--- src/rtl/itch_pkg.sv ---
// Shared ITCH 5.0 definitions: message codes, body field offsets, FSM states
// and the decoded-message record that the book stage also consumes.
package itch_pkg;

    localparam logic [7:0] MSG_ADD  = 8'h41;
    localparam logic [7:0] MSG_DEL  = 8'h44;
    localparam logic [7:0] SIDE_BUY = 8'h42;

    localparam int ADD_LEN_DEF = 36;
    localparam int DEL_LEN_DEF = 19;

    localparam logic [15:0] OFF_TYPE   = 16'd0;
    localparam logic [15:0] OFF_LOCATE = 16'd1;
    localparam logic [15:0] OFF_TRACK  = 16'd3;
    localparam logic [15:0] OFF_TS     = 16'd5;
    localparam logic [15:0] OFF_REF    = 16'd11;
    localparam logic [15:0] OFF_SIDE   = 16'd19;
    localparam logic [15:0] OFF_SHARES = 16'd20;
    localparam logic [15:0] OFF_STOCK  = 16'd24;
    localparam logic [15:0] OFF_PRICE  = 16'd32;
    localparam logic [15:0] OFF_END    = 16'd36;

    typedef enum logic [2:0] {
        ST_IDLE,
        ST_LEN_HI,
        ST_LEN_LO,
        ST_BODY,
        ST_SKIP
    } parser_state_e;

    typedef struct packed {
        logic [7:0]  msgType;
        logic [15:0] locate;
        logic [47:0] timestamp;
        logic [63:0] orderRef;
        logic        side;
        logic [31:0] shares;
        logic [63:0] stock;
        logic [31:0] price;
    } itch_msg_t;

    // Shifts one body byte into whichever field owns offset idx; tracking bytes are dropped.
    function automatic itch_msg_t captureByte(input itch_msg_t cur, input logic [15:0] idx,
                                              input logic [7:0] b);
        itch_msg_t m;
        m = cur;
        if (idx == OFF_TYPE)
            m.msgType = b;
        else if (idx >= OFF_LOCATE && idx < OFF_TRACK)
            m.locate = {m.locate[7:0], b};
        else if (idx >= OFF_TS && idx < OFF_REF)
            m.timestamp = {m.timestamp[39:0], b};
        else if (idx >= OFF_REF && idx < OFF_SIDE)
            m.orderRef = {m.orderRef[55:0], b};
        else if (idx == OFF_SIDE)
            m.side = (b == SIDE_BUY);
        else if (idx >= OFF_SHARES && idx < OFF_STOCK)
            m.shares = {m.shares[23:0], b};
        else if (idx >= OFF_STOCK && idx < OFF_PRICE)
            m.stock = {m.stock[55:0], b};
        else if (idx >= OFF_PRICE && idx < OFF_END)
            m.price = {m.price[23:0], b};
        return m;
    endfunction

    // Delete carries no side/shares/stock/price; clear whatever an earlier Add left behind.
    function automatic itch_msg_t finalizeMsg(input itch_msg_t cur);
        itch_msg_t m;
        m = cur;
        if (cur.msgType == MSG_DEL) begin
            m.side   = 1'b0;
            m.shares = '0;
            m.stock  = '0;
            m.price  = '0;
        end
        return m;
    endfunction

endpackage

--- src/rtl/itch_msg_parser.sv ---
// Frames MoldUDP64 message blocks from the payload byte stream and decodes
// ITCH Add Order / Order Delete into parallel fields for the order book.
//
// state   | meaning
// IDLE    | waiting for a packet start (sop byte = length high)
// LEN_HI  | expecting length high byte of the next message block
// LEN_LO  | expecting length low byte
// BODY    | type byte, then field capture of a decodable Add/Delete
// SKIP    | discarding body bytes of an unsupported or malformed message
module itch_msg_parser
    import itch_pkg::*;
#(
    parameter int LEN_W   = 16,
    parameter int ADD_LEN = ADD_LEN_DEF,
    parameter int DEL_LEN = DEL_LEN_DEF
) (
    input  logic        clkIn,
    input  logic        rstBIn,
    input  logic        dataValidIn,
    input  logic [7:0]  dataIn,
    input  logic        sopIn,
    input  logic        packetLostIn,
    output logic        msgValidOut,
    output logic [7:0]  msgTypeOut,
    output logic [15:0] locateOut,
    output logic [47:0] timestampOut,
    output logic [63:0] orderRefOut,
    output logic        sideOut,
    output logic [31:0] sharesOut,
    output logic [63:0] stockOut,
    output logic [31:0] priceOut,
    output logic        malformedOut
);

    parser_state_e    state, stateNext;
    logic [LEN_W-1:0] lenReg, lenNext, lenLo, lenMinus1;
    logic [LEN_W-1:0] idx, idxNext;
    itch_msg_t        cap, capNext, msgOut;
    logic             msgValidNext, malformedNext, loadOut;
    logic             isAdd, isDel;

    assign lenMinus1 = lenReg - LEN_W'(1);
    assign isAdd     = (dataIn == MSG_ADD);
    assign isDel     = (dataIn == MSG_DEL);

    always_ff @(posedge clkIn or negedge rstBIn) begin
        if (!rstBIn) begin
            state        <= ST_IDLE;
            lenReg       <= '0;
            idx          <= '0;
            cap          <= '0;
            msgOut       <= '0;
            msgValidOut  <= 1'b0;
            malformedOut <= 1'b0;
        end else begin
            state        <= stateNext;
            lenReg       <= lenNext;
            idx          <= idxNext;
            cap          <= capNext;
            msgValidOut  <= msgValidNext;
            malformedOut <= malformedNext;
            if (loadOut)
                msgOut <= finalizeMsg(capNext);
        end
    end

    always_comb begin
        stateNext     = state;
        lenNext       = lenReg;
        idxNext       = idx;
        capNext       = cap;
        msgValidNext  = 1'b0;
        malformedNext = 1'b0;
        loadOut       = 1'b0;
        lenLo         = {lenReg[LEN_W-1:8], dataIn};

        if (packetLostIn) begin
            stateNext = ST_IDLE;
        end else if (dataValidIn) begin
            // A sop mid-message aborts it; the sop byte itself starts the new block.
            if (sopIn && (state == ST_LEN_LO || state == ST_BODY || state == ST_SKIP)) begin
                malformedNext = 1'b1;
                lenNext       = LEN_W'({dataIn, 8'h00});
                stateNext     = ST_LEN_LO;
            end else begin
                case (state)
                    ST_IDLE: begin
                        if (sopIn) begin
                            lenNext   = LEN_W'({dataIn, 8'h00});
                            stateNext = ST_LEN_LO;
                        end
                    end
                    ST_LEN_HI: begin
                        lenNext   = LEN_W'({dataIn, 8'h00});
                        stateNext = ST_LEN_LO;
                    end
                    ST_LEN_LO: begin
                        lenNext   = lenLo;
                        idxNext   = '0;
                        stateNext = (lenLo == '0) ? ST_LEN_HI : ST_BODY;
                    end
                    ST_BODY: begin
                        capNext = captureByte(cap, 16'(idx), dataIn);
                        if (idx == '0) begin
                            if ((isAdd && lenReg == LEN_W'(ADD_LEN)) ||
                                (isDel && lenReg == LEN_W'(DEL_LEN))) begin
                                idxNext = idx + LEN_W'(1);
                            end else begin
                                malformedNext = isAdd || isDel;
                                idxNext       = idx + LEN_W'(1);
                                stateNext     = (lenMinus1 == '0) ? ST_LEN_HI : ST_SKIP;
                            end
                        end else if (idx == lenMinus1) begin
                            loadOut      = 1'b1;
                            msgValidNext = 1'b1;
                            stateNext    = ST_LEN_HI;
                        end else begin
                            idxNext = idx + LEN_W'(1);
                        end
                    end
                    ST_SKIP: begin
                        if (idx == lenMinus1)
                            stateNext = ST_LEN_HI;
                        else
                            idxNext = idx + LEN_W'(1);
                    end
                    default: stateNext = ST_IDLE;
                endcase
            end
        end
    end

    assign msgTypeOut   = msgOut.msgType;
    assign locateOut    = msgOut.locate;
    assign timestampOut = msgOut.timestamp;
    assign orderRefOut  = msgOut.orderRef;
    assign sideOut      = msgOut.side;
    assign sharesOut    = msgOut.shares;
    assign stockOut     = msgOut.stock;
    assign priceOut     = msgOut.price;

endmodule

--- config.mk ---
export PLATFORM = sky130hd
export DESIGN_NAME = itch_msg_parser
export DESIGN_NICKNAME = d
export VERILOG_FILES = /design/src/rtl/itch_pkg.sv /design/src/rtl/itch_msg_parser.sv
export SDC_FILE = /design/constraint.sdc
export NUM_CORES = 1
export LEC_CHECK = 0
export CORE_AREA = 2 2 175 246
export DETAILED_ROUTE_END_ITERATION = 16
export DIE_AREA = 0 0 177 248
export GPL_TIMING_DRIVEN = 1
export PLACE_DENSITY = 0.79
export SETUP_SLACK_MARGIN = 0.02
export SKIP_CTS_REPAIR_TIMING = 1
export SYNTH_ARGS = -nofsm -noshare
export SYNTH_HDL_FRONTEND = slang
export SYNTH_SLANG_ARGS = --single-unit
--- constraint.sdc ---
create_clock -name clkIn -period 4.6 [get_ports clkIn]
set_input_delay 0.92 -clock clkIn [delete_from_list [all_inputs] [get_ports clkIn]]
set_output_delay 0.92 -clock clkIn [all_outputs]
set_load 0.01 [all_outputs]
After elaboration in Yosys (flattened, before gate mapping)
Index checks and enable logic that the tools add are counted.
{ "op_classes": {"addsub": 2, "multipliers": 0, "div_mod_pow": 0, "n_lt_le_gt_ge": 12, "n_eq_ne": 16, "n_shift": 0, "mux": 48, "bitwise_logic": 2, "reduce_logical": 25} }
{ "ops": {"columns": ["operator", "count"], "rows": [
  ["$mux W265", 4],
  ["$mux W129", 2],
  ["$mux W257", 1],
  ["$mux W241", 1],
  ["$mux W193", 1],
  ["$mux W128", 1],
  ["$mux W64", 2],
  ["$mux W32", 3],
  ["$mux W96", 1],
  ["$pmux W16 S3", 2],
  ["$mux W16", 5],
  ["$logic_not A16 Y1", 3],
  ["$mux W48", 1],
  ["$eq A16 B5 Y1 const B", 2],
  ["$eq A8 B7 Y1 const B", 4],
  ["$ge A16 B5 Y1 const B", 2],
  ["$lt A16 B5 Y1 const B", 2],
  ["$lt A16 B6 Y1 const B", 2],
  ["$mux W3", 8],
  ["$add A16 B1 Y16 const B", 1],
  ["$eq A16 B16 Y1", 1],
  ["$eq A16 B6 Y1 const B", 1],
  ["$ge A16 B1 Y1 const B", 1],
  ["$ge A16 B3 Y1 const B", 1],
  ["other kinds (26)", 53]
]} }
{ "totals": {"reg_bits": 567, "latchBits": 0, "ram_bits": 0, "rom_bits": 0, "output_inout_bits": 267, "elab_cells": 127, "mem_count": 0} }

Longest topological paths before layout
{ "logic_depth": {"word_depth": 16, "ltp_mapped": 16, "ltp_nobuf": 9} }

Least setup slack after synthesis
Ideal clock, no wire load.
{ "synth_timing": {"kind": "reg2reg", "from": "reg lenReg[0]", "to": "reg msgOut, in the netlist locateOut[0]", "setup_ps": 128, "t_arrival_ps": 3133, "t_required_ps": 4472, "setup_slack_ps": 1340, "stages_incl_launch_ff": 16, "n_path_buf": 6, "period_less_slack_ps": 3260, "cell_sequence": "dfrtp_1 buf_2 inv_1 ha_1 clkbuf_1 or3b_1 clkbuf_1 nor3_1 xnor2_1 nor4b_1 and4_1 buf_4 nand3_4 buf_6 buf_2 mux2_1"} }
{ "synth_via": {"elab_chain_len": 8} }
{ "synth_rtl": {"columns": ["element", "line_no", "source"], "rows": [
  ["start, declared", "itch_msg_parser.sv:36", "logic [LEN_W-1:0] lenReg, lenNext, lenLo, lenMinus1;"],
  ["start signal, assigned", "itch_msg_parser.sv:57", "lenReg <= lenNext;"],
  ["$sub A16 B1 Y16", "itch_msg_parser.sv:42", "assign lenMinus1 = lenReg - LEN_W'(1);"],
  ["$eq A16 B16 Y1", "itch_msg_parser.sv:113", "end else if (idx == lenMinus1) begin"],
  ["$mux W1", "itch_msg_parser.sv:113", null],
  ["$mux W1", "itch_msg_parser.sv:104", "if (idx == '0) begin"],
  ["$mux W1", "itch_msg_parser.sv:86", "case (state)"],
  ["$mux W1", "itch_msg_parser.sv:81", "if (sopIn && (state == ST_LEN_LO || state == ST_BODY || state == ST_SKIP)) begin"],
  ["$mux W1", "itch_msg_parser.sv:79", "end else if (dataValidIn) begin"],
  ["$mux W1", "itch_msg_parser.sv:77", "if (packetLostIn) begin"],
  ["end signal, assigned", "itch_msg_parser.sv:63", "msgOut <= finalizeMsg(capNext);"],
  ["end, declared", "itch_msg_parser.sv:38", "itch_msg_t cap, capNext, msgOut;"]
]} }
Every way passes these cells.
A chain may end at the register's enable or synchronous reset.

Final worst setup path
{ "layout_timing": {"from": "reg lenReg[0]", "to": "reg msgOut, in the netlist stockOut[60]"} }
Same word-level chain as after synthesis.

==> qor.yml <==
grt:
  track_usage_pct: 25.66
  antenna_found_initial: 0
  grt_max_degree: 125
  grt_pass1_vias: 15700
  grt_pass1_wl_mm: 87.75
  grt_overflow: 0
synth:
  synth_area_sq_mm: 0.02313
  synthesis.nets: 1770
  synth_area_leaders: "dfrtp_1 61%, mux2_2 12%, mux2i_1 4.2%"
  yosysWarnings: 0
  yosys.area_share.simple_pct: 6.718
  ys_seq_area_share_pct: 61.34
  synthMuxAreaShare_pct: 19.43
  synth_area_per_cell_sq_um: 13.22
  synth-edff-count: 0
  postSynthCellCount: 1750
  synth_cell_types: 70
  synth.most_common_cell: "dfrtp_1"
  yosys.area.top_type: "dfrtp_1"
  synth.top_cells.by_count: "567 x dfrtp_1, 247 x mux2_2, 109 x inv_1"
  synth_xor_area_share_pct: 0.8708
  ys_ff_latch: 567
  synth-compound-area-share_pct: 7.167
  synth_top_family_by_area: "multiplexers"
  synth_top_area_share_pct: 61.34
  synthAdderAreaFrac_pct: 0.3786
  ys.flop_type: "dfrtp_1"
  async_flop_share_pct: 100.0
placed_design:
  port_buffers: 279
  place_congestion: 0.8605
  dp_hpwl_mm: 37.38
  pre_cts_ws_ns: 0.5893
floorplanning:
  row_count: 89
  die_area_sq_mm: 0.04390
  die_w_um: 177
  core_area_sq_mm: 0.04176
  die_h_um: 248
  initial_utilization_pct: 55.39
  ios: 280
detailed_routing:
  vias: 14780
  drtIter0Drc: 1132
  wl_per_cell_um: 21.59
  antenna_left: 0
  drt-total-wl_mm: 55.78
  firstDrtPassIters: 5
  drc: 0
  via_per_inst: 5.721
sta:
  max_freq_mhz: 261.1
  period_needed_ns: 3.829
  worst_pin_slew_ns: 1.272
  period_share_pct: 83.25
  finalClockSkew_ns: 0.02438
  slew_headroom_pct: 15.05
  finalWorstSetupSlack_ns: 0.7706
  rsz0062_at_grt: "no"
  slew_viol_final: 0
  finalSetupViolations: 0
  setup_tns_ns: 0
  hold_slack_ns: 0.3097
  hold_viol_final: 0
clock_tree:
  clockBufferDepth: 3
  root_buffer: "clkbuf_16"
  cts.htree.levels: 2
  cts_sinks: 567
  cts_tree: "done"
  path_clk_slew_ns: 0.06
  cts-buffers-inserted: 52
  clk_latency_ns: 0.59
worst_setup_path:
  cp.arrival_ns: 4.24
  reg2reg_to: "stockOut[60]"
  crit_chain: "inv_1, ha_1, nor4b_1, o2111ai_1, a2111oi_2, and4_2, nand3_4, buf_4, o2bb2ai_1"
  crit_start: "lenReg[0]"
  r2r_start: "lenReg[0]"
  ff2ff_setup_slack_ns: 0.77
  crit_type: "reg -> reg"
  critPathMaxFanout: 92
  start_kind: "register"
  ff2ff_path_depth: 9
  cp-end-kind: "register"
  slowest_stage: "nor4b_1"
  required_ns: 5.01
  max_stage_delay_ns: 0.67
  crit_end: "stockOut[60]"
finish:
  final_layout_size_suffix_gt1_share_pct: 19.48
  syn_to_final_growth_pct: 22.51
  nets: 2019
  diodes: 0
pwr:
  p_comb_share_pct: 5.9
  ir_worst_vdd_uv: 308.7
  seq_power_share_pct: 50.9
  power.total_w: 0.01026
  leakagePower_nw: 13.93
  internal_power_w: 0.007831
  clkPwrFrac_pct: 43.3
  p_per_area_mw_per_mm2: 362.0
  power_switching_w: 0.002427
  p_sw_share_pct: 23.66
hold_path:
  min_path_type: "in -> async"
run_status:
  status: "finished, final reports clean"
flow_run:
  maxCapViolCount: 0
## how the worst min path moves through the flow
stage	start	end	slack, ns	depth (start not counted)
CTS	rstBIn	orderRefOut[15]	0.32	1
global placement	cap[121]	cap[121]	0.46	2
detailed placement	stockOut[53]	stockOut[53]	0.47	1
floorplan	cap[120]	cap[120]	0.45	2
finish	rstBIn	cap[136]	0.31	1
global route	rstBIn	orderRefOut[15]	0.35	1
## per-layer routing
metal  vias to the layer above  part of all wire (%)  GRT usage (%)  wire length [um]
met3                       114                   6.6          6.801              3659
met1                      7620                    38          31.18             21400
met2                       374                    51          43.16             28320
li1                       6675                     -              -                 -
met4                         0                   4.3          11.16              2400
met5                         -                     0              0                 0
## cells by family (layout without fill, tap and decap cells)
kind of cell,count (synthesis),count (layout)
fa+ha+maj,7,7
simple gates,284,284
compound gates,224,224
buf+inv,235,523
mux,410,410
flops,567,567
xor+xnor,23,23
## layout make-up
type                    count  area, sq um
fillers                  3000        13420
flip-flops and latches    567        14190
repair buffers            321         3238
inverters                 109        409.1
well taps                 546        683.2
clock inverters            19        246.5
multi-input cells         948         8038
clock buffers              74         1535
## sequential cells by signal, indices dropped and copies added, names as in the netlist
register and cells:
orderRefOut 64, msgTypeOut 8, sideOut 1, msgValidOut 1, malformedOut 1, cap 265, stockOut 64, sharesOut 32
locateOut 16, lenReg 16, priceOut 32, timestampOut 48, state 3, idx 16
## cell usage in the layout (no fill, tap or decap), types with 53 or more instances in the layout
cell / synthesis / routed
nand2_1: 79 / 78
mux2_2: 247 / 247
mux2_1: 65 / 65
nand3_1: 54 / 54
mux2i_1: 98 / 98
dfrtp_1: 567 / 567
o21ai_0: 54 / 54
o2bb2ai_1: 97 / 97
inv_1: 109 / 109
clkbuf_16: 0 / 53
clkdlybuf4s50_1: 0 / 278
## worst max-delay path, delay by kind of cell, from the launching register on
kind	cells	cell delay (ns)
AND/OR/NAND/NOR	3	1.23
flip-flops	1	0.51
AO/OA/AOI/OAI	3	0.95
buffers and inverters	2	0.53
adder cells (fa/ha/maj)	1	0.33
## through the flow
step	area [sq um]	std cells	util [%]
CTS	28340	2584	67.86
global route	28340	2584	67.86
global placement	26560	2491	63.60
floorplan	23130	1750	-
detailed placement	26560	2491	63.60
finish	28340	2584	67.86
## power groups by stage
stage               registers (W)  clock network (W)  logic, W
floorplan                 0.00517                  0  0.000470
global placement          0.00530                  0  0.000585
detailed placement        0.00531                  0  0.000600
CTS                       0.00521            0.00453  0.000603
global route              0.00523            0.00472  0.000668
finish                    0.00522            0.00444  0.000601
Power figures use the tool's default switching activity.
